==> config.mk <==
export PLATFORM = sky130hd
export DESIGN_NAME = mbist_sched
export DESIGN_NICKNAME = d
export VERILOG_FILES = /design/src/rtl/mbist_sched_pkg.sv /design/src/rtl/mbist_sched_pick.sv /design/src/rtl/mbist_sched.sv
export SDC_FILE = /design/constraint.sdc
export NUM_CORES = 1
export LEC_CHECK = 0
export BUFFER_PORTS_ARGS = -buffer_cell sky130_fd_sc_hd__buf_4
export CORE_MARGIN = 4
export CORE_UTILIZATION = 53
export CTS_CLUSTER_DIAMETER = 100
export DETAILED_ROUTE_END_ITERATION = 7
export GPL_ROUTABILITY_DRIVEN = 0
export PLACE_DENSITY_LB_ADDON = 0.1
export SLEW_MARGIN = 20
export SYNTH_ARGS = -nofsm -noshare
export SYNTH_HDL_FRONTEND = slang
export SYNTH_SLANG_ARGS = --single-unit
==> constraint.sdc <==
create_clock -name bist_clk -period 2.8 [get_ports bist_clk]
set_input_delay 0.28 -clock bist_clk [delete_from_list [all_inputs] [get_ports bist_clk]]
set_output_delay 0.28 -clock bist_clk [all_outputs]
set_load 0.005 [all_outputs]
==> src/rtl/mbist_sched_pkg.sv <==
// Shared types and default sizing for the MBIST scheduler.
package mbist_sched_pkg;

  typedef enum logic [2:0] {
    ST_IDLE,
    ST_SEL,
    ST_SHIFT,
    ST_LOAD,
    ST_RUN,
    ST_CAPT,
    ST_FIN
  } sched_st_t;

  localparam int unsigned DEF_NUM_MEM = 4;
  localparam int unsigned DEF_CFG_WD  = 32;
  localparam int unsigned DEF_TMO_WD  = 20;

endpackage

==> src/rtl/mbist_sched_pick.sv <==
// Priority finder: lowest set mask bit at or above a start index (cur, or cur+1).
module mbist_sched_pick
  import mbist_sched_pkg::*;
#(
  parameter int unsigned NUM_MEM = DEF_NUM_MEM
) (
  input  logic [NUM_MEM-1:0] mask,
  input  logic [3:0]         cur,
  input  logic               incl,
  output logic [3:0]         idx,
  output logic               found
);

  logic [4:0] lo;

  always_comb begin
    lo    = incl ? {1'b0, cur} : {1'b0, cur} + 5'd1;
    idx   = '0;
    found = 1'b0;
    for (int unsigned i = 0; i < NUM_MEM; i++) begin
      if (!found && mask[i] && (5'(i) >= lo)) begin
        idx   = 4'(i);
        found = 1'b1;
      end
    end
  end

endmodule

==> src/rtl/mbist_sched.sv <==
// Sequences NUM_MEM MBIST instances: shift config, load, run, capture, per selected memory.
// Optional run watchdog and timeout port under `define MBIST_SCHED_TIMEOUT_EN.
module mbist_sched
  import mbist_sched_pkg::*;
#(
  parameter int unsigned NUM_MEM = DEF_NUM_MEM,
  parameter int unsigned CFG_WD  = DEF_CFG_WD,
  parameter int unsigned TMO_WD  = DEF_TMO_WD
) (
  input  logic               bist_clk,
  input  logic               rst,
  input  logic               start,
  input  logic [NUM_MEM-1:0] mem_mask,
  input  logic [CFG_WD-1:0]  cfg_data,
  output logic               busy,
  output logic               done,
  output logic [NUM_MEM-1:0] fail,
  output logic [NUM_MEM-1:0] tested,
`ifdef MBIST_SCHED_TIMEOUT_EN
  output logic [NUM_MEM-1:0] timeout,
`endif
  output logic [NUM_MEM-1:0] bist_en,
  output logic [NUM_MEM-1:0] bist_shift,
  output logic [NUM_MEM-1:0] bist_load,
  output logic [NUM_MEM-1:0] bist_run,
  output logic               bist_sdi,
  input  logic [NUM_MEM-1:0] bist_done,
  input  logic [NUM_MEM-1:0] bist_error
);

  localparam int unsigned CNT_WD = $clog2(CFG_WD);

  sched_st_t          state, state_nxt;
  logic [3:0]         cur, cur_nxt;
  logic               incl;
  logic [NUM_MEM-1:0] mask_q, cur_oh, nxt_oh;
  logic [CFG_WD-1:0]  shreg, shreg_rot;
  logic [CNT_WD-1:0]  shcnt;
  logic [3:0]         pick_idx;
  logic               pick_found;
  logic               start_acc, run_done, tmo_hit;

  assign start_acc = (state == ST_IDLE) && start;
  assign cur_oh    = NUM_MEM'(1) << cur;
  assign nxt_oh    = NUM_MEM'(1) << cur_nxt;
  assign run_done  = |(bist_done & cur_oh);
  assign shreg_rot = {shreg[0], shreg[CFG_WD-1:1]};

  mbist_sched_pick #(.NUM_MEM(NUM_MEM)) u_pick (
    .mask  (mask_q),
    .cur   (cur),
    .incl  (incl),
    .idx   (pick_idx),
    .found (pick_found)
  );

  always_ff @(posedge bist_clk) begin
    if (rst) begin
      state <= ST_IDLE;
      cur   <= '0;
    end else begin
      state <= state_nxt;
      cur   <= cur_nxt;
    end
  end

  always_comb begin
    state_nxt = state;
    cur_nxt   = cur;
    case (state)
      ST_IDLE:  if (start) begin
                  state_nxt = ST_SEL;
                  cur_nxt   = '0;
                end
      ST_SEL:   if (pick_found) begin
                  state_nxt = ST_SHIFT;
                  cur_nxt   = pick_idx;
                end else begin
                  state_nxt = ST_FIN;
                end
      ST_SHIFT: if (shcnt == CNT_WD'(CFG_WD - 1)) state_nxt = ST_LOAD;
      ST_LOAD:  state_nxt = ST_RUN;
      ST_RUN:   if (run_done || tmo_hit) state_nxt = ST_CAPT;
      ST_CAPT:  state_nxt = ST_SEL;
      ST_FIN:   state_nxt = ST_IDLE;
      default:  state_nxt = ST_IDLE;
    endcase
  end

  // Strobes are registered from next-state so every output changes on the edge.
  always_ff @(posedge bist_clk) begin
    if (rst) begin
      incl       <= 1'b0;
      mask_q     <= '0;
      shreg      <= '0;
      shcnt      <= '0;
      fail       <= '0;
      tested     <= '0;
      busy       <= 1'b0;
      done       <= 1'b0;
      bist_en    <= '0;
      bist_shift <= '0;
      bist_load  <= '0;
      bist_run   <= '0;
      bist_sdi   <= 1'b0;
    end else begin
      if (start_acc) begin
        incl   <= 1'b1;
        mask_q <= mem_mask;
        shreg  <= cfg_data;
      end else begin
        if (state == ST_SHIFT) begin
          incl  <= 1'b0;
          shreg <= shreg_rot;
        end
      end
      shcnt <= (state == ST_SHIFT) ? shcnt + CNT_WD'(1) : '0;

      if (start_acc) begin
        fail   <= '0;
        tested <= '0;
      end else begin
        if (state == ST_RUN && run_done) fail <= fail | (bist_error & cur_oh);
        else if (tmo_hit)                fail <= fail | cur_oh;
        if (state == ST_CAPT)            tested <= tested | cur_oh;
      end

      busy       <= (state_nxt != ST_IDLE) && (state_nxt != ST_FIN);
      done       <= (state_nxt == ST_FIN);
      bist_en    <= (state_nxt inside {ST_SHIFT, ST_LOAD, ST_RUN, ST_CAPT}) ? nxt_oh : '0;
      bist_shift <= (state_nxt == ST_SHIFT) ? nxt_oh : '0;
      bist_load  <= (state_nxt == ST_LOAD)  ? nxt_oh : '0;
      bist_run   <= (state_nxt == ST_RUN)   ? nxt_oh : '0;
      // shreg rotates at the same edge, so look one bit ahead while already shifting.
      bist_sdi   <= (state_nxt == ST_SHIFT) && ((state == ST_SHIFT) ? shreg_rot[0] : shreg[0]);
    end
  end

`ifdef MBIST_SCHED_TIMEOUT_EN
  logic [TMO_WD-1:0] tmo_cnt;

  assign tmo_hit = (state == ST_RUN) && !run_done &&
                   ((tmo_cnt + TMO_WD'(1)) == {TMO_WD{1'b1}});

  always_ff @(posedge bist_clk) begin
    if (rst) begin
      tmo_cnt <= '0;
      timeout <= '0;
    end else begin
      tmo_cnt <= (state == ST_RUN) ? tmo_cnt + TMO_WD'(1) : '0;
      if (start_acc)    timeout <= '0;
      else if (tmo_hit) timeout <= timeout | cur_oh;
    end
  end
`else
  logic [TMO_WD-1:0] tmo_unused;
  assign tmo_unused = '0;
  assign tmo_hit    = 1'b0;
`endif

endmodule

==> qor.yml <==
global_route:
  grt_pass1_vias: 2491
  track_usage: 0.187
  antenna_found_initial: 0
  grt_overflow_total: 0
  grt_pass1_wl_um: 11000
  grt_max_degree: 71
drt:
  wl_um: 6480
  dr_total_vias: 2629
  vias_per_cell: 5.41
  wl_per_cell_um: 13.3
  first_pass_iters: 4
  drt_iter0_drc: 134
  ant_nets: 0
  remaining_drc_errors: 0
cts:
  cts_buffers: 9
  cts.path.max_buffers: 2
  cts_tree: "done"
  clkSlewWorstSetupHoldPaths_ps: 80
  postCtsSetupRepairBufs: 0
  clkLatencyLatePin_ps: 350
  ctsHoldBuffers: 0
  cts_resized: 0
  clockRootBuffer: "clkbuf_8"
  cts_sinks: 76
  htree_levels: 3
synthesis:
  yosysMostFrequentCell: "dfxtp_1"
  synth_seq_cells: 76
  ys_seq_area_frac: 0.472
  synth_top_area_cell: "dfxtp_1"
  synth.distinct_cells: 49
  synth-edff-count: 0
  synthCells: 341
  synth_ff_type: "dfxtp_1"
  yosysTopAreaCellShare: 0.472
  synthesis.area_mm2: 0.00322
  syn_nets: 391
  ys_top_cells_by_count: "dfxtp_1 (76), nor2_1 (54), mux2i_1 (36)"
  synthTopCellsByArea: "dfxtp_1 (47%), mux2i_1 (11%), a211oi_1 (8.2%)"
  async_reset_ff_frac: 0
  syn_area_per_cell_um2: 9.45
  synth_warnings: 0
floorplanning:
  die_h_um: 86.0
  io_pins: 74
  dieArea_mm2: 0.00739
  initial_utilization: 0.544
  die-width_um: 86.0
  num_rows: 28
  coreArea_mm2: 0.00592
min_path:
  min_path_type: "primary input to register"
sta:
  min_period_ps: 2510
  slew_headroom: 0.562
  fin_ws_ps: 294
  fin_crit_sh: 0.895
  whs_ps: 169
  clock_skew_ps: 7.68
  setup_violations: 0
  tightest_slew_ps: 657
  rsz0062_at_grt: "no"
  hold_violations: 0
  max_freq_mhz: 399
  finalSetupTns_ps: 0
  drv_slew: 0
worst_setup_path:
  worstSetupPathType: "register to register"
  cp_max_fo: 9
  cp_slowest_stage_delay_ps: 470
  path_cells: "ha_1 > or3b_1 > a31oi_2 > nand3_1 > a211oi_1 > or3_1 > and3b_1"
  worstPathRequired_ps: 3050
  slowest_stage: "a211oi_1"
  start_kind: "register"
  crit_path_end_kind: "register"
  arrival_ps: 2760
place:
  hpwl_um: 4380
  preCtsSetupSlack_ps: 347
  io_buffers: 73
power:
  power_density_mw_per_mm2: 654
  total_power_w: 0.00260
  max-vdd-ir-drop_mv: 0.339
  p_leak_nw: 1.58
finish:
  area_growth_pct: 23.5
  layout.nets: 456
  diodes: 0
  drive_gt1_frac: 0.263
status:
  outcome: "finished, final reports clean"
flow_run:
  drv_cap: 0
==> per-stage QoR <==
stage	instances	utilization	cell area, µm²
2_1_floorplan	341	-	3220
5_1_grt	486	0.672	3980
4_1_cts	486	0.672	3980
6_report	486	0.672	3980
3_5_place_dp	470	0.642	3800
3_3_place_gp	470	0.642	3800
==> cells by family after synthesis <==
group,count (synthesis),synth area share
compound gates,65,0.142
mux,36,0.112
simple gates,130,0.214
xor+xnor,4,0.0109
flops,76,0.472
fa+ha+maj,3,0.0116
buf+inv,27,0.0380
==> layout make-up <==
type                    count  area (µm²)
clock buffers              12         155
clock inverters             4        23.8
well taps                  75        93.8
inverters                   2        7.51
repair buffers             79         593
multi-input cells         238        1590
fillers                   487        1940
flip-flops and latches     76        1520
==> power breakdown <==
part / total [W] / switching, W / internal (W)
combinational: 0.000568 / 0.000300 / 0.000269
sequential: 0.00128 / 0.0000809 / 0.00120
clock: 0.000752 / 0.000384 / 0.000367
total: 0.00260 / 0.000765 / 0.00184
==> registers in the layout (all words and copies together) (netlist names) <==
register and count:
bist_run 4, busy 1, tested 4, fail 4, shcnt 5, bist_load 4, done 1, state 3
incl 1, bist_shift 4, mask_q 4, cur 4, bist_sdi 1, bist_en 4, shreg 32
==> final timing paths <==
kind | depth (start not counted) | slack (ps) | end | start
max | 7 | 290 | bist_load[2]$_SDFF_PP0_ | cur[1]$_SDFF_PP0_
min | 3 | 170 | fail[0]$_SDFFE_PP0P_ | bist_error[0]
max reg2reg | 7 | 290 | bist_load[2]$_SDFF_PP0_ | cur[1]$_SDFF_PP0_
min reg2reg | 1 | 460 | shcnt[0]$_SDFF_PP0_ | shcnt[0]$_SDFF_PP0_
==> layer usage <==
| metal | up-vias | track usage | share of wire |
|---|---|---|---|
| met5 | - | 0 | 0 |
| met4 | 0 | 0.109 | 0.033 |
| met3 | 19 | 0.0509 | 0.076 |
| met2 | 79 | 0.294 | 0.44 |
| met1 | 1187 | 0.230 | 0.45 |
| li1 | 1344 | - | - |
==> worst max-delay path, delay by kind of cell (launching register included) <==
kind | cells | cell delay [ps]
fa+ha+maj | 1 | 350
compound gates | 2 | 700
flops | 1 | 400
simple gates | 4 | 960
==> cells in the final DEF, fill, tap and decap left out, types with 4 or more instances in the layout <==
master,instances
a211oi_1,35
a21oi_1,13
a31oi_1,5
and2_1,4
and3_1,4
buf_4,79
clkbuf_8,11
dfxtp_1,76
mux2i_1,36
nand2_1,15
nand3_1,5
nor2_1,54
nor2b_1,7
nor3_1,8
nor3b_1,7
or3_1,4
No activity file was read; power rests on OpenSTA's default activity.
